[config.mk]
export PLATFORM = sky130hd
export DESIGN_NAME = rv_timer_sched
export DESIGN_NICKNAME = d
export VERILOG_FILES = /design/src/rtl/rv_timer_pkg.sv /design/src/rtl/rv_timer_prescaler.sv /design/src/rtl/rv_timer_sched.sv
export SDC_FILE = /design/constraint.sdc
export NUM_CORES = 1
export LEC_CHECK = 0
export ABC_AREA = 0
export BUFFER_PORTS_ARGS = -buffer_cell sky130_fd_sc_hd__buf_2
export CORE_MARGIN = 1
export CORE_UTILIZATION = 56
export CTS_CLUSTER_SIZE = 25
export DETAILED_ROUTE_END_ITERATION = 16
export GPL_TIMING_DRIVEN = 0
export PLACE_DENSITY = 0.95
export SLEW_MARGIN = 15
export SYNTH_ARGS = -nofsm -noshare
export SYNTH_HDL_FRONTEND = slang
export SYNTH_SLANG_ARGS = --single-unit
[constraint.sdc]
create_clock -name clk_i -period 5.47 [get_ports clk_i]
set_clock_uncertainty 0.05 [all_clocks]
set_input_delay 0.547 -clock clk_i [delete_from_list [all_inputs] [get_ports clk_i]]
set_output_delay 0.547 -clock clk_i [all_outputs]
set_load 0.02 [all_outputs]
[src/rtl/rv_timer_pkg.sv]
// Shared constants and scheduler state type
// for the rv_timer timing engine.
package rv_timer_pkg;

   localparam int MAX_HARTS = 16;
   localparam int MTIME_W   = 64;
   localparam int PW_DEF    = 12;
   localparam int SW_DEF    = 8;

   typedef enum logic [0:0] {
      ST_IDLE = 1'b0,
      ST_SCAN = 1'b1
   } sched_state_t;

endpackage

[src/rtl/rv_timer_prescaler.sv]
// Per-hart tick prescaler: counts 0..prescale,
// ticks and wraps when the count reaches prescale.
module rv_timer_prescaler
   import rv_timer_pkg::*;
#(
   parameter int PW = PW_DEF
) (
   input  logic          clk_i,
   input  logic          rst_i,
   input  logic          active_i,
   input  logic [PW-1:0] prescale_i,
   output logic          tick_o
);

   logic [PW-1:0] count;

   // >= so a prescale lowered below the count ticks at once
   assign tick_o = active_i && (count >= prescale_i);

   // count advances while active, clears on tick or when idle
   always_ff @(posedge clk_i) begin
      if (rst_i) begin
         count <= '0;
      end else if (!active_i || tick_o) begin
         count <= '0;
      end else begin
         count <= count + PW'(1);
      end
   end

endmodule

[src/rtl/rv_timer_sched.sv]
// Timing engine: per-hart prescalers, mtime increment
// write-back and a shared round-robin 64-bit comparator.
module rv_timer_sched
   import rv_timer_pkg::*;
#(
   parameter  int N_HARTS = 1,
   parameter  int PW      = PW_DEF,
   parameter  int SW      = SW_DEF,
   localparam int SELW    = (N_HARTS > 1) ? $clog2(N_HARTS) : 1
) (
   input  logic                       clk_i,
   input  logic                       rst_i,
   input  logic [N_HARTS-1:0]         active_i,
   input  logic [N_HARTS*PW-1:0]      prescale_i,
   input  logic [N_HARTS*SW-1:0]      step_i,
   input  logic [N_HARTS*MTIME_W-1:0] mtime_i,
   input  logic [N_HARTS*MTIME_W-1:0] mtimecmp_i,
   input  logic [N_HARTS-1:0]         cmp_upd_i,
   output logic [N_HARTS*MTIME_W-1:0] mtime_o,
   output logic [N_HARTS-1:0]         mtime_we_o,
   output logic [N_HARTS-1:0]         intr_o,
   output logic [SELW-1:0]            sel_o
);

   sched_state_t       state;
   logic [N_HARTS-1:0] tick;
   logic [N_HARTS-1:0] pending;
   logic [N_HARTS-1:0] pend_act;
   logic [N_HARTS-1:0] rot;
   logic [SELW-1:0]    rr_ptr;
   logic [SELW-1:0]    sel_pend;
   logic [SELW-1:0]    sel_rr;
   logic [SELW-1:0]    sel;
   logic [SELW-1:0]    rr_next;
   logic [SELW:0]      sum;
   logic               use_pend;
   logic               found;
   logic               eval;
   logic               hit;

   for (genvar h = 0; h < N_HARTS; h++) begin : g_pre
      rv_timer_prescaler #(
         .PW(PW)
      ) u_pre (
         .clk_i      (clk_i),
         .rst_i      (rst_i),
         .active_i   (active_i[h]),
         .prescale_i (prescale_i[h*PW +: PW]),
         .tick_o     (tick[h])
      );
   end

   assign pend_act = pending & active_i;
   // active mask rotated so bit 0 is the hart at rr_ptr
   assign rot = N_HARTS'({active_i, active_i} >> rr_ptr);
   assign eval = (state == ST_SCAN) && (|active_i);

   // lowest-index hart that is both active and pending
   always_comb begin
      sel_pend = '0;
      use_pend = 1'b0;
      for (int i = N_HARTS - 1; i >= 0; i--) begin
         if (pend_act[i]) begin
            sel_pend = SELW'(i);
            use_pend = 1'b1;
         end
      end
   end

   // first active hart at or after rr_ptr, circularly
   always_comb begin
      sel_rr = '0;
      found  = 1'b0;
      sum    = '0;
      for (int i = 0; i < N_HARTS; i++) begin
         if (!found && rot[i]) begin
            found = 1'b1;
            sum = {1'b0, rr_ptr} + (SELW+1)'(i);
            if (sum >= (SELW+1)'(N_HARTS)) begin
               sum = sum - (SELW+1)'(N_HARTS);
            end
            sel_rr = sum[SELW-1:0];
         end
      end
   end

   assign sel = use_pend ? sel_pend : sel_rr;
   assign rr_next = use_pend ? rr_ptr :
                    (sel == SELW'(N_HARTS - 1)) ? '0 :
                    sel + SELW'(1);
   assign hit = mtime_i[sel*MTIME_W +: MTIME_W] >=
                mtimecmp_i[sel*MTIME_W +: MTIME_W];

   // scheduler state, pending flags and compare result
   always_ff @(posedge clk_i) begin
      if (rst_i) begin
         state   <= ST_IDLE;
         pending <= '0;
         rr_ptr  <= '0;
         sel_o   <= '0;
         intr_o  <= '0;
      end else begin
         case (state)
            ST_IDLE: if (|active_i) state <= ST_SCAN;
            ST_SCAN: if (!(|active_i)) state <= ST_IDLE;
            default: state <= ST_IDLE;
         endcase
         intr_o  <= '0;
         pending <= pending | cmp_upd_i;
         if (eval) begin
            rr_ptr <= rr_next;
            sel_o  <= sel;
            if (hit) intr_o <= N_HARTS'(1) << sel;
            if (!cmp_upd_i[sel]) pending[sel] <= 1'b0;
         end
      end
   end

   // registered mtime write-back on each tick
   always_ff @(posedge clk_i) begin
      if (rst_i) begin
         mtime_o    <= '0;
         mtime_we_o <= '0;
      end else begin
         mtime_we_o <= tick;
         for (int h = 0; h < N_HARTS; h++) begin
            if (tick[h]) begin
               mtime_o[h*MTIME_W +: MTIME_W] <=
                  mtime_i[h*MTIME_W +: MTIME_W] +
                  MTIME_W'(step_i[h*SW +: SW]);
            end
         end
      end
   end

endmodule

==> flow_summary.json <==
{
  "setup_viol": 0,
  "die_width_um": 109,
  "power.density_nw_per_um2": 190,
  "p_seq_frac": 0.384,
  "drt_iter0_markers": 615,
  "rr_endpoint": "mtime_o[2]",
  "core_um2": 11000,
  "hold_viol_final": 0,
  "synthCells": 808,
  "grt_pass1_vias": 6686,
  "place_congestion": 0.982,
  "leakage_nw": 3.70,
  "vias": 7115,
  "root_buffer": "clkbuf_16",
  "required_ps": 5660,
  "rows": 38,
  "ant_nets": 0,
  "cap_violations": 0,
  "path_clk_slew_ps": 60,
  "via_per_inst": 6.03,
  "outcome": "completed",
  "worstPathCellList": "buf_2, ha_1, a21o_1, a21oi_1, nand2b_1, clkbuf_1, clkbuf_1, a211oi_1, xnor2_1, a211oi_1",
  "clock_latency_ps": 340,
  "layout-drive-gt1-share": 0.241,
  "synth_edf_count": 0,
  "dp.cells": 1164,
  "hold_path_end": "state",
  "r2r_cells": 9,
  "placed_cell_area_um2": 7630,
  "start_util": 0.580,
  "postCtsSetupBuffers": 0,
  "async_flop_share": 0,
  "worst_pin_slew_ps": 1070,
  "hold_buffers": 0,
  "cts-resized-gates": 0,
  "whs_path_depth": 2,
  "wl_mm": 20.1,
  "cts_max_path_buffers": 2,
  "fin_nets": 1273,
  "syn_nets": 1046,
  "critPathArrivalTime_ps": 3800,
  "io_pins": 219,
  "cts_tree": "built",
  "period_needed_ps": 3610,
  "mostFrequentLayoutCells": "buf_2 (218), nor2_1 (97), inv_1 (91)",
  "critPathMaxStageDelay_ps": 830,
  "slew_headroom": 0.286,
  "rsz0062_at_grt": "no",
  "synth_seq_area_share": 0.248,
  "crit-reg2reg-launch": "g_pre[0].u_pre.count[7]",
  "stdcell_count": 1179,
  "synthFlopType": "dfxtp_1",
  "ys_ff_latch": 79,
  "final_common_cell": "buf_2",
  "drtPass1Iterations": 6,
  "cts_buffers": 9,
  "syn_area_per_cell_um2": 7.89,
  "clkPwrFrac": 0.412,
  "grt_pass1_wl_mm": 31.1,
  "grt_max_degree": 13,
  "die_area_um2": 11800,
  "crit_path_max_fanout": 10,
  "gr-usage-all-layers": 0.339,
  "worstSetupStartpointType": "primary input",
  "regToRegSetupSlack_ps": 2100,
  "yosysUniqueCellTypes": 59,
  "slowest_stage": "a21oi_1",
  "diodes": 0,
  "hp-class": "primary input to flop",
  "design_area_um2": 7930,
  "power_frac_comb": 0.203,
  "slew_viol_final": 0,
  "peakVddDrop_mv": 0.136,
  "drc_errors": 0,
  "switching_share": 0.279,
  "ys_warn_count": 0,
  "timing_worst_setup_path_type": "primary input to flop",
  "endpoint_kind": "flop",
  "setup_tns_ps": 0,
  "power.internal_mw": 1.08,
  "hpwlAfterDp_mm": 15.6,
  "utilization": 0.722,
  "p_switching_mw": 0.420,
  "wl_per_cell_um": 17.0,
  "cts.sinks": 79,
  "htreeDepth": 3,
  "syn_area_um2": 6370,
  "fmax_mhz": 277,
  "antenna_found_initial": 0,
  "overflow": 0,
  "placement.io_buffers": 216,
  "die_h_um": 109,
  "holdCritStartpoint": "rst_i",
  "area_delta_synth_final_pct": 24.4,
  "fin_crit_sh": 0.659
}
-- cell families after synthesis --
| group | synth area share |
|---|---|
| compound gates | 0.185 |
| simple gates | 0.229 |
| xor+xnor | 0.0811 |
| buf+inv | 0.0752 |
| other cells | 0.000588 |
| mux | 0.0112 |
| flops | 0.248 |
| fa+ha+maj | 0.170 |
-- stage by stage --
stage | power [mW] | hold slack [ps] | setup slack, ps
after floorplan | 0.758 | 391 | 2620
after global placement | 0.875 | 403 | 1840
after global routing | 1.56 | 411 | 1780
final | 1.50 | 408 | 1860
after CTS | 1.49 | 401 | 2020
after detailed placement | 0.888 | 416 | 1730
-- worst max-delay path by stage --
stage | startpoint | to | cells after the start
floorplan | step_i[0] | mtime_o[52] | 10
global placement | step_i[6] | mtime_o[43] | 10
detailed placement | step_i[6] | mtime_o[43] | 10
CTS | step_i[6] | mtime_o[43] | 10
global route | step_i[6] | mtime_o[43] | 10
finish | step_i[6] | mtime_o[43] | 10
-- routing by layer --
| layer | wire length (µm) | share of wire | vias to the layer above | GRT usage |
|---|---|---|---|---|
| li1 | - | - | 3349 | - |
| met1 | 7620 | 0.38 | 3192 | 0.396 |
| met2 | 9250 | 0.46 | 449 | 0.572 |
| met3 | 2080 | 0.10 | 125 | 0.0771 |
| met5 | 0 | 0 | - | 0 |
| met4 | 1120 | 0.056 | 0 | 0.186 |
-- power by group through the flow --
stage	Sequential, mW	Clock, mW	Combinational (mW)
2_1_floorplan	0.591	0	0.168
3_5_place_dp	0.591	0	0.297
4_1_cts	0.578	0.615	0.300
5_1_grt	0.578	0.638	0.340
6_report	0.578	0.620	0.306
3_3_place_gp	0.591	0	0.284
-- cell type report --
class,instances,area (µm²)
clock buffer,12,256
clock inverter,3,42.5
sequential,79,1580
buffer,33,138
timing repair buffer,216,1080
inverter,91,342
tap,140,175
multi-input combinational,605,4310
fill,831,3050
-- cells in the mapped netlist (all sizes together), types with 7 or more instances --
master   instances  area, µm²
a2111oi          9       97.6
a211oi          51        383
a21o            18        135
a21oi           41        205
a311oi          10       87.6
and3            11       68.8
and4             7       61.3
clkbuf          27        101
dfxtp           79       1580
ha              85       1060
inv             91        342
nand2           44        173
nand3           27        135
nand4           31        200
nor2            97        364
nor3            11       60.1
nor4            15        115
o21ai           18       90.1
or3              8       55.1
xnor2           49        429
xor2            10       87.6
-- sequential cells by signal, indices dropped and copies added (netlist names) --
signal,flops
mtime_o,64
g_pre.u_pre.count,12
intr_o,1
mtime_we_o,1
state,1
-- critical path: cells and delay by family --
family / cells / cell delay [ps]
adder cells (fa/ha/maj): 1 / 360
AO/OA/AOI/OAI: 4 / 1470
AND/OR/NAND/NOR: 1 / 200
buffers and inverters: 3 / 1020
XOR/XNOR: 1 / 180
No activity file was read; power rests on OpenSTA's default activity.
